===== src/rtl/alarm_sequencer.sv =====
// rtl/alarm_sequencer.sv - alarm FSM: armed, ringing, snooze and dismiss-game phases for the mm:ss clock
module alarm_sequencer #(
    parameter int RING_TIMEOUT_S = 60,
    parameter int SNOOZE_S       = 300,
    parameter int GAME_TIMEOUT_S = 30
) (
    input  logic        clk,
    input  logic        reset,
    input  logic        tick_1hz,
    input  logic [15:0] current_time,
    input  logic [15:0] alarm_time,
    input  logic        alarm_enable,
    input  logic        snooze_btn,
    input  logic        dismiss_btn,
    input  logic        game_pass,
    input  logic        game_fail,
    output logic [2:0]  alarm_state,
    output logic        snooze_active,
    output logic        alarm_missed,
    output logic [15:0] game_countdown
);

    typedef enum logic [2:0] {
        S_OFF,
        S_ARMED,
        S_SNOOZE,
        S_RINGING,
        S_GAME
    } state_t;

    localparam logic [9:0] RING_LIM    = 10'(RING_TIMEOUT_S);
    localparam logic [9:0] SNOOZE_INIT = 10'(SNOOZE_S);
    localparam logic [7:0] GAME_BCD    = {4'(GAME_TIMEOUT_S / 10), 4'(GAME_TIMEOUT_S % 10)};

    state_t     r_state;
    logic       r_match_q;
    logic [9:0] r_ring_cnt;
    logic [9:0] r_snooze_cnt;
    logic [7:0] r_game;
    logic [2:0] r_alarm_state;
    logic       r_snooze_active;
    logic       r_missed;

    logic       w_match;
    logic       w_fire;
    logic [7:0] w_game_dec;

    // Rising edge of the match only, so a held match rings once.
    assign w_match = (current_time == alarm_time);
    assign w_fire  = w_match & ~r_match_q;

    assign w_game_dec = (r_game[3:0] == 4'd0) ? {r_game[7:4] - 4'd1, 4'd9}
                                              : {r_game[7:4], r_game[3:0] - 4'd1};

    always_ff @(posedge clk or posedge reset) begin
        if (reset) begin
            r_state         <= S_OFF;
            r_match_q       <= 1'b0;
            r_ring_cnt      <= 10'd0;
            r_snooze_cnt    <= 10'd0;
            r_game          <= 8'h00;
            r_alarm_state   <= 3'b000;
            r_snooze_active <= 1'b0;
            r_missed        <= 1'b0;
        end else begin
            r_match_q <= w_match;
            if (!alarm_enable) begin
                r_state         <= S_OFF;
                r_alarm_state   <= 3'b000;
                r_snooze_active <= 1'b0;
                r_missed        <= 1'b0;
                r_game          <= 8'h00;
            end else begin
                case (r_state)
                    S_OFF: begin
                        r_state       <= S_ARMED;
                        r_alarm_state <= 3'b001;
                    end
                    S_ARMED: begin
                        if (w_fire) begin
                            r_state       <= S_RINGING;
                            r_alarm_state <= 3'b010;
                            r_ring_cnt    <= 10'd0;
                            r_missed      <= 1'b0;
                        end
                    end
                    S_RINGING: begin
                        if (dismiss_btn) begin
                            r_state       <= S_GAME;
                            r_alarm_state <= 3'b100;
                            r_game        <= GAME_BCD;
                        end else if (snooze_btn) begin
                            r_state         <= S_SNOOZE;
                            r_alarm_state   <= 3'b001;
                            r_snooze_active <= 1'b1;
                            r_snooze_cnt    <= SNOOZE_INIT;
                        end else if (tick_1hz) begin
                            if (r_ring_cnt + 10'd1 == RING_LIM) begin
                                r_state       <= S_ARMED;
                                r_alarm_state <= 3'b001;
                                r_missed      <= 1'b1;
                            end else begin
                                r_ring_cnt <= r_ring_cnt + 10'd1;
                            end
                        end
                    end
                    S_SNOOZE: begin
                        if (tick_1hz) begin
                            if (r_snooze_cnt == 10'd1) begin
                                r_state         <= S_RINGING;
                                r_alarm_state   <= 3'b010;
                                r_snooze_active <= 1'b0;
                                r_ring_cnt      <= 10'd0;
                                r_snooze_cnt    <= 10'd0;
                            end else begin
                                r_snooze_cnt <= r_snooze_cnt - 10'd1;
                            end
                        end
                    end
                    S_GAME: begin
                        if (game_pass) begin
                            r_state       <= S_ARMED;
                            r_alarm_state <= 3'b001;
                            r_game        <= 8'h00;
                        end else if (game_fail || (tick_1hz && r_game == 8'h01)) begin
                            r_state       <= S_RINGING;
                            r_alarm_state <= 3'b010;
                            r_ring_cnt    <= 10'd0;
                            r_game        <= 8'h00;
                        end else if (tick_1hz) begin
                            r_game <= w_game_dec;
                        end
                    end
                    default: begin
                        r_state       <= S_OFF;
                        r_alarm_state <= 3'b000;
                    end
                endcase
            end
        end
    end

    assign alarm_state    = r_alarm_state;
    assign snooze_active  = r_snooze_active;
    assign alarm_missed   = r_missed;
    assign game_countdown = {8'h00, r_game};

endmodule


===== config.mk =====
export PLATFORM = sky130hd
export DESIGN_NAME = alarm_sequencer
export DESIGN_NICKNAME = d
export VERILOG_FILES = /design/src/rtl/alarm_sequencer.sv
export SDC_FILE = /design/constraint.sdc
export NUM_CORES = 1
export LEC_CHECK = 0
export BUFFER_PORTS_ARGS = -buffer_cell sky130_fd_sc_hd__buf_2
export CAP_MARGIN = 15
export CORE_MARGIN = 2
export CORE_UTILIZATION = 45
export DETAILED_ROUTE_END_ITERATION = 10
export HOLD_SLACK_MARGIN = 0.03
export PLACE_DENSITY = 0.74
export SYNTH_ARGS = -nofsm -noshare
export SYNTH_HDL_FRONTEND = slang
export SYNTH_SLANG_ARGS = --single-unit

===== constraint.sdc =====
create_clock -name clk -period 4.85 [get_ports clk]
set_input_delay 0.485 -clock clk [delete_from_list [all_inputs] [get_ports clk]]
set_output_delay 0.485 -clock clk [all_outputs]
set_load 0.01 [all_outputs]

==> flow_metrics.py <==
metrics = {
    "outcome": {
        "status": "finished, final reports clean",
    },
    "logic_synthesis": {
        "yosysUniqueCellTypes": 58,
        "ys_ff_latch": 36,
        "synth.avg_cell_area_um2": 8.591,
        "synth_warnings": 0,
        "synth_edf_count": 0,
        "async_flop_share_pct": 100.0,
        "synth_area_um2": 2569,
        "synthCells": 299,
        "yosysSeqAreaShare_pct": 35.07,
        "ys.flop_type": "dfrtp_1",
    },
    "final_layout": {
        "multiInputGateArea_um2": 1528,
        "syn_to_final_growth_pct": 14.32,
        "nets": 395,
        "seq_area_um2": 900.9,
        "antenna_cells": 0,
        "drive_above_1_share_pct": 21.55,
        "nFillCells": 514,
    },
    "pwr": {
        "p_leak_nw": 1.298,
        "power.density_nw_per_um2": 326.0,
        "ir_drop_uv": 140.4,
    },
    "timing": {
        "worstMarginPinSlew_ps": 986.2,
        "clock_skew_ps": 5.256,
        "whs_ps": 287.6,
        "setup_viol": 0,
        "hold_viol": 0,
        "fin_tns_setup_ps": 0,
        "slew_headroom_pct": 34.25,
        "period_share_pct": 59.24,
        "rsz0062_at_grt": "no",
        "worst_slack_ps": 1977,
        "fin_crit_ps": 2873,
        "final-max-slew-violation-count": 0,
        "max_freq_mhz": 348.0,
    },
    "clock_tree": {
        "cts_max_level": 2,
        "clk_latency_ps": 290,
        "cts.sinks": 36,
        "cts_buffer_depth": 2,
        "cts-hold-fix-buffers": 0,
        "clkTransAtPathRegs_ps": 70,
        "tritoncts": "yes",
        "post-cts-setup-buffers": 0,
        "cts_buffers": 5,
        "cts_root_buf": "clkbuf_8",
        "post_cts_resized": 0,
    },
    "placement": {
        "gp_congestion": 0.8546,
        "place_ws_ps": 2032,
        "hpwl_um": 4448,
        "io_buffers": 52,
    },
    "floorplan": {
        "ios": 61,
        "fp-row-count": 27,
        "die_h_um": 79.55,
        "coreArea_um2": 5507,
        "initial_core_util_pct": 46.65,
        "die_x_um": 79.55,
        "dieArea_um2": 6328,
    },
    "global_routing": {
        "overflow": 0,
        "grt_usage_pct": 20.05,
        "grt_pass1_wl_um": 10120,
        "grt_pass1_vias": 2232,
        "antenna_found_initial": 0,
        "grt_max_degree": 37,
    },
    "critical_path": {
        "cp_max_fo": 12,
        "endpoint_kind": "flip-flop",
        "critPathKind": "reg2reg",
        "cp_slowest_cell": "nor4bb_1",
        "startpoint_type": "flip-flop",
        "crit_family": "simple AND/OR/NAND/NOR gates",
        "crit_arrival_ps": 3090,
        "crit_buf_inv": 1,
        "critPathRequiredTime_ps": 5070,
        "cp_slowest_stage_delay_ps": 700,
        "crit_path_cell_trace": "inv_1 -> ha_1 -> nor4bb_1 -> a211o_1 -> and4_1 -> o211ai_1 -> or4_1 -> o21ai_1",
    },
    "drt": {
        "vias": 2413,
        "vias_per_cell": 5.745,
        "dr.pass1.iters": 5,
        "final_antenna_net_count": 0,
        "totalWireLength_um": 5915,
        "drc": 0,
        "wl_per_cell_um": 14.08,
        "drt_iter0_markers": 172,
    },
    "run": {
        "maxCapViolations": 0,
    },
    "worst_hold_path": {
        "min_path_type": "in2async",
    },
}
[path summary, 6_finish.rpt]
check / from / to / slack, ps / cells after the start
min in group clk: alarm_state[1]$_DFFE_PP0P_ / alarm_state[1]$_DFFE_PP0P_ / 480 / 1
worst min register to register: alarm_state[1]$_DFFE_PP0P_ / alarm_state[1]$_DFFE_PP0P_ / 480 / 1
worst min-delay path: reset / r_ring_cnt[2]$_DFFE_PP0P_ / 290 / 3
max in group asynchronous: reset / r_snooze_cnt[4]$_DFFE_PP0P_ / 4240 / 3
worst max register to register: r_game[4]$_DFFE_PP0P_ / r_ring_cnt[4]$_DFFE_PP0P_ / 1980 / 8
worst max-delay path: r_game[4]$_DFFE_PP0P_ / r_ring_cnt[4]$_DFFE_PP0P_ / 1980 / 8
[through the flow]
stage | total power, mW | cells | instance area (um^2) | utilization (%)
floorplan | 0.6550 | 306 | 2595 | -
global placement | 0.7331 | 412 | 2846 | 51.69
global route | 1.034 | 420 | 2937 | 53.33
CTS | 0.9629 | 420 | 2937 | 53.33
detailed placement | 0.7409 | 412 | 2846 | 51.69
finish | 0.9572 | 420 | 2937 | 53.33
[tightest hold or removal path, cell delays in order]
cell   delay (ps)
buf_2          90
inv_1          40
buf_4         390
[flip-flops by register name, indices dropped and copies added (netlist names)]
register,cells
r_snooze_cnt,10
alarm_missed,1
r_match_q,1
alarm_state,2
r_game,8
r_ring_cnt,10
snooze_active,1
r_state,3
[layer usage]
metal / GRT usage, % / wire length [um]
met1: 27.39 / 2670
met2: 31.34 / 2670
met3: 3.959 / 464
met4: 7.586 / 110
met5: 0 / 0
[where the power goes]
group	switching [mW]	leakage [nW]	total, mW	internal, mW
Sequential	0.0673	0.471	0.418	0.350
Clock	0.104	0.0455	0.220	0.116
Combinational	0.186	0.782	0.320	0.134
Total	0.357	1.30	0.957	0.601
[cell families after synthesis]
kind of cell	count (synthesis)	synth area share (%)
other	1	0.1460
flip-flops	36	35.07
adder cells (fa/ha/maj)	8	3.897
multiplexers	2	0.7794
AND/OR/NAND/NOR	112	23.67
AO/OA/AOI/OAI	86	23.48
buffers and inverters	35	6.478
XOR/XNOR	19	6.478
[layout by cell type, fill, tap and decap left out, types with 8 or more instances in the layout]
cell and n:
dfrtp_1 36, a21oi_1 15, o31ai_1 9, inv_1 16, xnor2_1 19, o21ai_0 19
conb_1 8, nand2_1 23, nor3_1 8, nor2_1 26, nand3_1 13, ha_1 8
buf_2 52
[synthesized netlist by cell type (all sizes together) (2+ instances only)]
master  count  area share (%)
a211o       2            0.68
a211oi      4             2.2
a21o        3            0.88
a21oi      15             2.9
a221oi      2            0.93
a31oi       5             1.2
and3        2            0.49
buf        10             2.8
clkbuf      9             1.3
dfrtp      36              35
ha          8             3.9
inv        16             2.3
mux2i       2            0.78
nand2      23             3.4
nand2b      3            0.73
nand3      13             2.5
nand4       6             1.5
nor2       26             3.8
nor2b       4            0.97
nor3        8             1.6
nor3b       4             1.4
nor4        6             2.0
o21ai      25             4.9
o22a        3             1.0
o22ai       4            0.97
o31ai      10             3.5
o41ai       4             1.4
or2         5             1.3
or3         2            0.49
or3b        2            0.68
or4         3             1.0
xnor2      19             6.5
[layout make-up]
class	count	area share (%)
timing repair buffer	53	9.118
inverter	16	2.045
sequential	36	30.68
tap	72	3.068
clock buffer	8	3.068
multi-input combinational	235	52.02
Power figures use the tool's default switching activity.
